**config.mk**
```make
export PLATFORM = sky130hd
export DESIGN_NAME = decode_inst_queue
export DESIGN_NICKNAME = d
export VERILOG_FILES = /design/src/rtl/decode_inst_queue_pkg.sv /design/src/rtl/decode_inst_queue_storage.sv /design/src/rtl/decode_inst_queue.sv
export SDC_FILE = /design/constraint.sdc
export NUM_CORES = 1
export LEC_CHECK = 0
export BUFFER_PORTS_ARGS = -buffer_cell sky130_fd_sc_hd__buf_2
export CORE_AREA = 2 2 256 258
export CTS_BUF_LIST = sky130_fd_sc_hd__clkbuf_4 sky130_fd_sc_hd__clkbuf_8
export CTS_CLUSTER_DIAMETER = 100
export CTS_CLUSTER_SIZE = 28
export DETAILED_ROUTE_END_ITERATION = 8
export DIE_AREA = 0 0 258 260
export PLACE_DENSITY_LB_ADDON = 0.2
export SETUP_SLACK_MARGIN = 0.3
export SLEW_MARGIN = 40
export SYNTH_ARGS = -nofsm -noshare
export SYNTH_HDL_FRONTEND = slang
export SYNTH_SLANG_ARGS = --single-unit
```
**constraint.sdc**
```tcl
create_clock -name clk -period 7 [get_ports clk]
set_clock_uncertainty 0.1 [all_clocks]
set_input_delay 1.4 -clock clk [delete_from_list [all_inputs] [get_ports clk]]
set_output_delay 1.4 -clock clk [all_outputs]
set_load 0.01 [all_outputs]
```
**src/rtl/decode_inst_queue_pkg.sv**
```systemverilog
// decode_inst_queue_pkg: shared state encodings, PC lane stride and helpers for the IF->ID instruction queue.
package decode_inst_queue_pkg;
  typedef enum logic {IQ_NORMAL, IQ_WAIT_DS} iq_state_e;
  localparam int IQ_PC_STRIDE = 4;
  function automatic logic [2:0] popcount4(input logic [3:0] v);
    return 3'(v[0]) + 3'(v[1]) + 3'(v[2]) + 3'(v[3]);
  endfunction
endpackage

```
**src/rtl/decode_inst_queue_storage.sv**
```systemverilog
// decode_inst_queue_storage: circular buffer of {delayslot, addr, inst} with FETCH_WIDTH write lanes and one read port.
module decode_inst_queue_storage
  import decode_inst_queue_pkg::*;
#(
  parameter int ADDR_WIDTH  = 32,
  parameter int INST_WIDTH  = 32,
  parameter int DEPTH       = 8,
  parameter int FETCH_WIDTH = 2,
  localparam int PW = $clog2(DEPTH)
) (
  input  logic                              clk,
  input  logic [FETCH_WIDTH-1:0]            we_i,
  input  logic [PW-1:0]                     wr_ptr_i,
  input  logic [ADDR_WIDTH-1:0]             wr_addr_i,
  input  logic [FETCH_WIDTH*INST_WIDTH-1:0] wr_inst_i,
  input  logic                              wr_ds_i,
  input  logic                              set_ds_i,
  input  logic [PW-1:0]                     set_ds_ptr_i,
  input  logic [PW-1:0]                     rd_ptr_i,
  output logic [ADDR_WIDTH-1:0]             rd_addr_o,
  output logic [INST_WIDTH-1:0]             rd_inst_o,
  output logic                              rd_ds_o
);
  logic                  ds_q   [DEPTH];
  logic [ADDR_WIDTH-1:0] addr_q [DEPTH];
  logic [INST_WIDTH-1:0] inst_q [DEPTH];
  logic [PW-1:0]         idx    [FETCH_WIDTH];
  always_comb begin
    for (int i = 0; i < FETCH_WIDTH; i++) idx[i] = wr_ptr_i + PW'(i);
  end
  // lane i carries the PC one instruction stride after lane i-1
  always_ff @(posedge clk) begin
    for (int i = 0; i < FETCH_WIDTH; i++) begin
      if (we_i[i]) begin
        ds_q[idx[i]]   <= wr_ds_i;
        addr_q[idx[i]] <= wr_addr_i + ADDR_WIDTH'(IQ_PC_STRIDE * i);
        inst_q[idx[i]] <= wr_inst_i[i*INST_WIDTH +: INST_WIDTH];
      end
    end
    if (set_ds_i) ds_q[set_ds_ptr_i] <= 1'b1;
  end
  assign rd_addr_o = addr_q[rd_ptr_i];
  assign rd_inst_o = inst_q[rd_ptr_i];
  assign rd_ds_o   = ds_q[rd_ptr_i];
endmodule

```
**src/rtl/decode_inst_queue.sv**
```systemverilog
// decode_inst_queue: IF->ID instruction queue with MIPS delay-slot tracking and exception flush.
module decode_inst_queue
  import decode_inst_queue_pkg::*;
#(
  parameter int ADDR_WIDTH  = 32,
  parameter int INST_WIDTH  = 32,
  parameter int DEPTH       = 8,
  parameter int FETCH_WIDTH = 2
) (
  input  logic                              clk,
  input  logic                              rst,
  input  logic                              flush,
  input  logic [FETCH_WIDTH-1:0]            fetch_valid,
  input  logic [ADDR_WIDTH-1:0]             fetch_addr,
  input  logic [FETCH_WIDTH*INST_WIDTH-1:0] fetch_inst,
  output logic                              fetch_ready,
  output logic                              id_valid,
  input  logic                              id_ready,
  output logic [ADDR_WIDTH-1:0]             id_addr,
  output logic [INST_WIDTH-1:0]             id_inst,
  output logic                              id_delayslot_flag,
  input  logic                              branch_taken
);
  localparam int PW = $clog2(DEPTH);
  localparam int CW = PW + 1;
  logic [CW-1:0]          count_q, count_d, enq_n;
  logic [PW-1:0]          rd_ptr_q, rd_ptr_d, wr_ptr_q, wr_ptr_d;
  iq_state_e              state_q, state_d;
  logic [FETCH_WIDTH-1:0] we;
  logic                   wr_ds, set_ds, deq, take, lane0;
  logic [ADDR_WIDTH-1:0]  rd_addr;
  logic [INST_WIDTH-1:0]  rd_inst;
  logic                   rd_ds;
  decode_inst_queue_storage #(
    .ADDR_WIDTH(ADDR_WIDTH), .INST_WIDTH(INST_WIDTH), .DEPTH(DEPTH), .FETCH_WIDTH(FETCH_WIDTH)
  ) u_storage (
    .clk(clk), .we_i(we), .wr_ptr_i(wr_ptr_q), .wr_addr_i(fetch_addr), .wr_inst_i(fetch_inst),
    .wr_ds_i(wr_ds), .set_ds_i(set_ds), .set_ds_ptr_i(rd_ptr_q + PW'(1)), .rd_ptr_i(rd_ptr_q),
    .rd_addr_o(rd_addr), .rd_inst_o(rd_inst), .rd_ds_o(rd_ds)
  );
  assign id_valid          = count_q != '0;
  assign id_addr           = id_valid ? rd_addr : '0;
  assign id_inst           = id_valid ? rd_inst : '0;
  assign id_delayslot_flag = id_valid & rd_ds;
  assign fetch_ready       = (CW'(DEPTH) - count_q) >= CW'(FETCH_WIDTH);
  assign enq_n             = fetch_ready ? CW'(popcount4(4'(fetch_valid))) : '0;
  assign deq               = id_valid & id_ready;
  assign take              = deq & branch_taken & (state_q == IQ_NORMAL);
  assign lane0             = fetch_valid[0] & fetch_ready;
  // priority: flush, then taken branch, then delay-slot wait, then plain enqueue/dequeue
  always_comb begin
    count_d  = count_q;
    rd_ptr_d = rd_ptr_q;
    wr_ptr_d = wr_ptr_q;
    state_d  = state_q;
    we       = '0;
    wr_ds    = 1'b0;
    set_ds   = 1'b0;
    if (flush) begin
      count_d  = '0;
      rd_ptr_d = '0;
      wr_ptr_d = '0;
      state_d  = IQ_NORMAL;
    end else if (take && count_q >= CW'(2)) begin
      rd_ptr_d = rd_ptr_q + PW'(1);
      wr_ptr_d = rd_ptr_q + PW'(2);
      count_d  = CW'(1);
      set_ds   = 1'b1;
    end else if (take) begin
      rd_ptr_d = rd_ptr_q + PW'(1);
      count_d  = lane0 ? CW'(1) : '0;
      we       = lane0 ? FETCH_WIDTH'(1) : '0;
      wr_ds    = lane0;
      wr_ptr_d = lane0 ? wr_ptr_q + PW'(1) : wr_ptr_q;
      state_d  = lane0 ? IQ_NORMAL : IQ_WAIT_DS;
    end else if (state_q == IQ_WAIT_DS) begin
      count_d  = lane0 ? count_q + CW'(1) : count_q;
      we       = lane0 ? FETCH_WIDTH'(1) : '0;
      wr_ds    = lane0;
      wr_ptr_d = lane0 ? wr_ptr_q + PW'(1) : wr_ptr_q;
      state_d  = lane0 ? IQ_NORMAL : IQ_WAIT_DS;
    end else begin
      we       = fetch_ready ? fetch_valid : '0;
      wr_ptr_d = wr_ptr_q + PW'(enq_n);
      rd_ptr_d = rd_ptr_q + PW'(deq);
      count_d  = count_q + enq_n - CW'(deq);
    end
  end
  always_ff @(posedge clk or posedge rst) begin
    if (rst) begin
      count_q  <= '0;
      rd_ptr_q <= '0;
      wr_ptr_q <= '0;
      state_q  <= IQ_NORMAL;
    end else begin
      count_q  <= count_d;
      rd_ptr_q <= rd_ptr_d;
      wr_ptr_q <= wr_ptr_d;
      state_q  <= state_d;
    end
  end
  a_ds_branch: assert property (@(posedge clk) disable iff (rst) !(deq && branch_taken && id_delayslot_flag));
  a_contig: assert property (@(posedge clk) disable iff (rst) ((fetch_valid + FETCH_WIDTH'(1)) & fetch_valid) == '0);
endmodule

```
=== After elaboration in Yosys (flattened, before gate mapping) ===
Memory sizes are Yosys's and may differ from the RTL's.
Index checks and enable logic that the tools add are counted.
Widths: inputs -> output; s select.

* $lt $le $gt $ge: 2
* $add $sub $neg: 11
* Reductions and logical operators: 3
* Bitwise gates (word level): 6
* Eq/ne operators: 3
* Mux-type cells: 44

{| class="wikitable"
|+ Operator list
! kind !! count
|-
| $mux 32 || 2
|-
| $add 32x3->32 const B || 1
|-
| $mux 3 || 10
|-
| $mux 1 || 21
|-
| $mux 4 || 5
|-
| $mux 2 || 6
|-
| $ge 4x2->1 const B || 2
|-
| $add 3x1->3 const B || 2
|-
| $and 1x1->1 || 5
|-
| $ne 5x2->1 const B || 1
|-
| $add 4x1->4 const B || 1
|-
| $add 4x2->4 || 1
|-
| $ne 4x2->1 const B || 1
|-
| $reduce_bool 4->1 || 1
|-
| $sub 4x1->4 || 1
|-
| $sub 4x4->4 const A || 1
|-
| $add 3x1->3 || 1
|-
| $add 3x2->3 || 1
|-
| $add 3x2->3 const B || 1
|-
| $add 1x1->2 || 1
|-
| $ne 2x2->1 const B || 1
|-
| $logic_and 1x1->1 || 1
|-
| $not 1->1 || 1
|-
| $reduce_or 1->1 || 1
|}

* Flip-flop bits (word level): 11
* Output and inout bits: 67
* Bits in writable memories: 520
* Logic and storage cells: 76
* Memories kept: 3

{| class="wikitable"
|+ Memory list
! name !! depth !! width !! rd ports !! clocked after Yosys merged registers in !! write ports !! RTL line !! RTL
|-
| u_storage.addr_q || 8 || 32 || 1 || 0 || 2 || decode_inst_queue_storage.sv:25 || <nowiki>logic [ADDR_WIDTH-1:0] addr_q [DEPTH];</nowiki>
|-
| u_storage.inst_q || 8 || 32 || 1 || 0 || 2 || decode_inst_queue_storage.sv:26 || <nowiki>logic [INST_WIDTH-1:0] inst_q [DEPTH];</nowiki>
|-
| u_storage.ds_q || 8 || 1 || 1 || 0 || 2 || decode_inst_queue_storage.sv:24 || <nowiki>logic ds_q [DEPTH];</nowiki>
|}

=== Logic depth before layout (Yosys ltp) ===
Gate-level depths: netlist (run 1).

* Word-level depth: 11
* Mapped depth: 15
* Depth with buffers taken out: 14

=== Cells and area by module ===
From an unflattened synthesis (run 1), not the netlist that was laid out.

* Cells, all modules: 2,528
* Area total of the unflattened synthesis: 28,905.2 sq um

{| class="wikitable"
|+ By module, submodules not included
! module !! cells an instance !! instances !! area each (sq um) !! seq. area each (sq um)
|-
| decode_inst_queue_storage || 2,322 || 1 || 27,314.9 || 15,534.9
|-
| decode_inst_queue || 206 || 1 || 1,590.3 || 275.3
|}

=== Worst setup path after synthesis (run 1) ===
OpenSTA, ideal clock, no wires.

* Kind: input port to flip-flop
* Start point: input port id_ready
* End point: memory u_storage.addr_q[1][0] (enable)
* Setup slack: -0.953 ns
* Stages: 6
* Path buffers: 1
* Data arrival time: 7.272 ns
* Cells stage by stage: a21bo_1 -> buf_2 -> inv_2 -> nand3_1 -> or4b_1 -> o31ai_1

{| class="wikitable"
|+ RTL lines
! what !! RTL line !! RTL
|-
| start: declaration || decode_inst_queue.sv:18 || <nowiki>input logic id_ready,</nowiki>
|-
| end: declaration || decode_inst_queue_storage.sv:25 ||
|}

=== Final worst setup path (run 1) ===
* Start point: register rd_ptr_q[0]
* End point: output port id_inst[14]

* Longest elaborated chain between the ends: 2

{| class="wikitable"
|+ Ends and longest elaborated chain
! what !! RTL line !! RTL
|-
| start: declaration || decode_inst_queue.sv:27 || <nowiki>logic [PW-1:0] rd_ptr_q, rd_ptr_d, wr_ptr_q, wr_ptr_d;</nowiki>
|-
| start signal: assignment || decode_inst_queue.sv:97 || <nowiki>rd_ptr_q <= rd_ptr_d;</nowiki>
|-
| $mem_v2 8x32 || -- ||
|-
| $mux 32 || decode_inst_queue.sv:43 || <nowiki>assign id_inst = id_valid ? rd_inst : '0;</nowiki>
|-
| end: declaration || decode_inst_queue.sv:20 || <nowiki>output logic [INST_WIDTH-1:0] id_inst,</nowiki>
|}

No other way between the ends.

==> results_dict.tcl, run 1 <==
set metrics [dict create \
    ys_seq_area_share_pct 55.4 \
    synth_most_common_cell "edfxtp_1" \
    cts_tree "built" \
    post-route-min-period_ns 4.96 \
    antenna_found_initial 4 \
    yosys-top-cells-area "edfxtp_1 54%, mux4_2 10%, mux2_4 4.7%" \
    grt_overflow 0 \
    vias_per_cell 5.67 \
    grt_max_degree 65 \
    power.total_mw 9.51 \
    wl_um 74600 \
    ys_ff_latch 531 \
    placementRows 93 \
    cp-start-kind "register" \
    grt_pass1_vias 18200 \
    die_h_um 260 \
    gr-usage-all-layers_pct 22.3 \
    synth.avg_cell_area_um2 13.7 \
    path_clk_slew_ns 0.13 \
    dp_hpwl_um 46600 \
    holdBufCountCts 0 \
    timing.rr.start "count_q[0]$_DFFE_PP0P_" \
    r2r_slack_ns 2.57 \
    cts_sinks 531 \
    slew_headroom_pct 46.4 \
    io-pin-count 170 \
    slew_viol_final 0 \
    drc 0 \
    cp.arrival_ns 3.46 \
    status "complete, no violations" \
    synthArstFlopShare_pct 2.07 \
    insertion_delay_ns 0.69 \
    drtAntennaViolNets 0 \
    coreArea_um2 64100 \
    fmax_ghz 0.202 \
    setup_tns_ns 0 \
    grt_setup_unrepaired "false" \
    nets 2295 \
    crit_path_end_kind "output port" \
    fin_crit_sh_pct 70.9 \
    synth_flop_cell "edfxtp_1" \
    setup_viol 0 \
    syn-cell-area_um2 28700 \
    cts_setup_buffers 0 \
    vias 17300 \
    cp_max_fo 35 \
    hold_path_class "reg2reg" \
    critPathKind "reg2out" \
    htree_levels 1 \
    tightestPinTransition_ns 0.804 \
    initialDrtViolationCount 1371 \
    chipWidth_um 258 \
    timing.hold.ws_ns 0.541 \
    whs_path_depth 2 \
    ir_worst_vdd_uv 174 \
    min_from "rd_ptr_q[2]$_DFFE_PP0P_" \
    hold_violations 0 \
    hold-path-endpoint "rd_ptr_q[2]$_DFFE_PP0P_" \
    required_ns 5.50 \
    synth_edf_count 520 \
    syn_inst 2085 \
    power_density_nw_per_um2 306 \
    grt_pass1_wl_um 113000 \
    synth_warnings 0 \
    dr.pass1.iters 5 \
    synthTopCellsByCount "520 x edfxtp_1, 328 x nand2_1, 180 x nor2_1" \
    cts_root_buf "clkbuf_8" \
    wl_per_cell_um 24.5 \
    place_congestion 0.839 \
    syn2layout_area_growth_pct 8.53 \
    synth_top_area_cell "edfxtp_1" \
    drv_cap 0 \
    port-buffer-count 169 \
    cts_inserted_buffers 26 \
    cts_buffer_depth 3 \
    reg2regPathDepth 8 \
    leakagePower_nw 10.6 \
    synth.distinct_cells 65 \
    netlist.area_leader.share_pct 54.5 \
    initial_utilization_pct 44.7 \
    reg2reg_to "u_storage.inst_q[6][5]$_DFFE_PP_" \
    drive_above_1_share_pct 27.2 \
    dieArea_um2 67100 \
    cts_repair_resize_count 0 \
    syn-num-nets 2206 \
]
## routing by layer
metal,share of wire [%],wire [um],vias to the layer above,GRT usage [%]
li1,-,-,7818,-
met1,41,30500,8825,28.7
met2,51,38000,496,39.7
met3,4.7,3530,125,2.33
met4,3.3,2440,4,6.92
met5,0.025,19,-,0
## placed cells by master, fill, tap and decap left out, types with 4 or more instances in the layout
cell	count
edfxtp_1	520
nand3_1	38
nor4_1	9
nor2_1	180
o21ai_0	14
a21oi_1	18
buf_2	170
mux2i_1	67
nand4_1	20
dfrtp_1	8
nand2_1	320
inv_1	21
ha_1	16
o21ai_1	4
and4_1	5
xnor2_1	138
nor3_1	28
nor3_4	4
and2_1	5
buf_4	27
o21ai_4	6
mux4_2	130
xor2_1	106
a211oi_1	4
a2111oi_4	4
clkbuf_8	27
inv_8	4
nand2_2	7
buf_12	12
mux2_2	72
mux2_1	36
mux2_4	90
## kinds of logic (layout without fill, tap and decap cells)
group / count (synthesis) / count (layout) / synth area share [%]
multiplexers: 395 / 395 / 21.5
flip-flops: 531 / 531 / 55.4
AND/OR/NAND/NOR: 645 / 645 / 9.66
other: 0 / 3 / 0
adder cells (fa/ha/maj): 18 / 18 / 0.838
buffers and inverters: 174 / 278 / 2.98
XOR/XNOR: 246 / 246 / 7.54
AO/OA/AOI/OAI: 76 / 76 / 2.04
## sequential cells by signal, summed over array words and instances, names as in the netlist
register,cells
u_storage.addr_q,256
u_storage.ds_q,8
count_q,4
wr_ptr_q,3
u_storage.inst_q,256
state_q,1
rd_ptr_q,3
## through the flow
stage	instances	utilization (%)	area, um^2	setup WS (ns)
2_1_floorplan	2085	-	28700	-0.748
3_3_place_gp	2992	47.3	30300	1.99
3_5_place_dp	3001	47.6	30500	2.00
4_1_cts	3044	48.5	31100	1.94
5_1_grt	3044	48.5	31100	1.82
6_report	3047	48.5	31100	2.04
## critical path, stage by stage, from the launching register on
cell and delay, ns:
dfrtp_4 0.91, buf_4 0.72, mux4_2 0.60, mux2i_1 0.29
nor2_1 0.08, buf_2 0.15
## cell type report
class	instances	area, um^2
antenna	3	7.51
clock buffer	27	372
clock inverter	16	220
fill	5573	33000
inverter	23	86.3
multi-input combinational	1380	12100
sequential	531	15900
tap	855	1070
timing repair buffer	212	1340
## worst max-delay path by stage
stage,from,end,slack (ns)
after floorplan,id_ready,u_storage.addr_q[7][0]$_DFFE_PP_,-0.75
after global placement,id_ready,u_storage.addr_q[1][19]$_DFFE_PP_,1.99
after detailed placement,id_ready,u_storage.addr_q[6][18]$_DFFE_PP_,2.00
after CTS,rd_ptr_q[0]$_DFFE_PP0P_,id_inst[5],1.94
after global routing,rd_ptr_q[0]$_DFFE_PP0P_,id_inst[14],1.82
final,rd_ptr_q[0]$_DFFE_PP0P_,id_inst[14],2.04
## power breakdown
part / switching, mW / internal, mW
Combinational: 2.29 / 1.53
Sequential: 0.197 / 3.94
Clock: 1.04 / 0.504
No activity file was read; power rests on OpenSTA's default activity.
==> inputs of run 2 (changes only) <==
clock period = 4 ns   (was 7 ns; I/O delays follow)
==> results_dict.tcl, run 2 (same netlist as run 1, synthesis figures left out) <==
set metrics [dict create \
    status "complete, no violations" \
    slew_headroom_pct 43.3 \
    fmax_ghz 0.273 \
    cp.arrival_ns 2.76 \
    nets 2351 \
    place_area_um2 31100 \
    whs_path_depth 1 \
    crit_path_end_kind "output port" \
    slew_viol_final 0 \
    insertion_delay_ns 0.67 \
    io-pin-count 170 \
    reg2regPathDepth 7 \
    gr-usage-all-layers_pct 22.7 \
    fin_crit_sh_pct 91.5 \
    vias_per_cell 5.68 \
    post-route-min-period_ns 3.66 \
    ir_worst_vdd_uv 354 \
    grt_pass1_vias 18000 \
    die_h_um 260 \
    placementRows 93 \
    dr.pass1.iters 5 \
    min_from "fetch_addr[1]" \
    cp_max_fo 43 \
    critPathKind "reg2out" \
    coreArea_um2 64100 \
    hold-path-endpoint "u_storage.addr_q[6][1]$_DFFE_PP_" \
    hold_path_class "in2reg" \
    timing.rr.start "count_q[2]$_DFFE_PP0P_" \
    vias 17600 \
    initialDrtViolationCount 1414 \
    grt_overflow 0 \
    cts_inserted_buffers 27 \
    power_density_nw_per_um2 535 \
    reg2reg_to "u_storage.addr_q[5][21]$_DFFE_PP_" \
    grt_max_degree 50 \
    cts_sinks 531 \
    path_clk_slew_ns 0.17 \
    syn2layout_area_growth_pct 11.1 \
    setup_viol 0 \
    drtAntennaViolNets 0 \
    dp_hpwl_um 48400 \
    critPathMaxStageDelay_ns 0.56 \
    r2r_slack_ns 0.55 \
    final_area_um2 31800 \
    postLayoutCoreUtil_pct 49.7 \
    drv_cap 0 \
    layout_common_cells "520 x edfxtp_1, 320 x nand2_1, 180 x nor2_1" \
    grt_pass1_wl_um 114000 \
    drc 0 \
    place_congestion 0.824 \
    layout.cells.most_common "edfxtp_1" \
    drive_above_1_share_pct 29.2 \
    tightestPinTransition_ns 0.851 \
    cpLargestDelayFamily "multiplexers" \
    initial_utilization_pct 44.7 \
    htree_levels 1 \
    required_ns 3.10 \
    cts_tree "built" \
    cp_slowest_cell "dfrtp_4" \
    cts_root_buf "clkbuf_8" \
    cts_buffer_depth 3 \
    critPathBufInv 2 \
    setup_tns_ns 0 \
    chipWidth_um 258 \
    port-buffer-count 169 \
    cp-start-kind "register" \
    grt_setup_unrepaired "true" \
    wl_per_cell_um 24.7 \
    leakagePower_nw 11.0 \
    hold_violations 0 \
    antenna_found_initial 10 \
    wl_um 76700 \
    dieArea_um2 67100 \
    path_cells "buf_16, mux4_2, mux2i_1, nor2_1, buf_2" \
]
## run 2: changes by cell type in the layout (fill, tap and decap cells not counted), moves of 4 or more
| cell | previous run | this run |
|---|---|---|
| buf_12 | 12 | 26 |
| buf_4 | 27 | 63 |
| buf_8 | 0 | 4 |
| diode_2 | 3 | 8 |
## run 2: report_power, final
| part | internal [mW] | switching, mW | total (mW) |
|---|---|---|---|
| combinational | 2.94 | 4.21 | 7.15 |
| clock | 0.851 | 1.85 | 2.70 |
| sequential | 6.89 | 0.281 | 7.17 |
## run 2: how the worst max path moves through the flow
| stage | start | endpoint | cells past startpoint |
|---|---|---|---|
| floorplan | id_ready | u_storage.addr_q[3][0]$_DFFE_PP_ | 6 |
| global placement | count_q[2]$_DFFE_PP0P_ | u_storage.addr_q[7][18]$_DFFE_PP_ | 7 |
| detailed placement | flush | u_storage.inst_q[5][11]$_DFFE_PP_ | 6 |
| CTS | rd_ptr_q[0]$_DFFE_PP0P_ | id_delayslot_flag | 5 |
| global route | rd_ptr_q[0]$_DFFE_PP0P_ | id_addr[7] | 5 |
| finish | rd_ptr_q[0]$_DFFE_PP0P_ | id_addr[7] | 5 |
## run 2: layer usage
metal,vias to the layer above,GRT usage (%),share of wire [%]
li1,7929,-,-
met2,550,39.9,51
met3,97,3.03,5.8
met5,-,0,0.053
met1,9051,29.9,42
met4,6,5.14,1.9
## run 2: what timing repair did
item / 4_1_cts / 5_1_grt
setup buffers: 1 / 5
hold buffers: 1 / 0
pin swaps: 0 / 1
cloned: 0 / 1
endpoints found under the setup margin: 29 / 32
hold endpoints to repair: 7 / 0
resized for setup: 3 / 7
## run 2: area by class of cell
type                       count  area (um^2)
antenna                        8         20.0
clock buffer                  28          379
clock inverter                14          226
fill                        5541        32300
inverter                      23         96.3
multi-input combinational   1381        12200
sequential                   531        15900
tap                          855         1070
timing repair buffer         266         1980
## run 2: per-stage QoR
stage               power (mW)  worst slack [ns]  hold WS (ns)  std cells
CTS                       17.1             0.242         0.231       3092
finish                    17.0             0.340         0.281       3106
global route              17.8             0.282         0.263       3103
global placement          14.2             0.484         0.664       3043
floorplan                 11.8           -0.0190         0.552       2085
detailed placement        14.3             0.511         0.686       3048
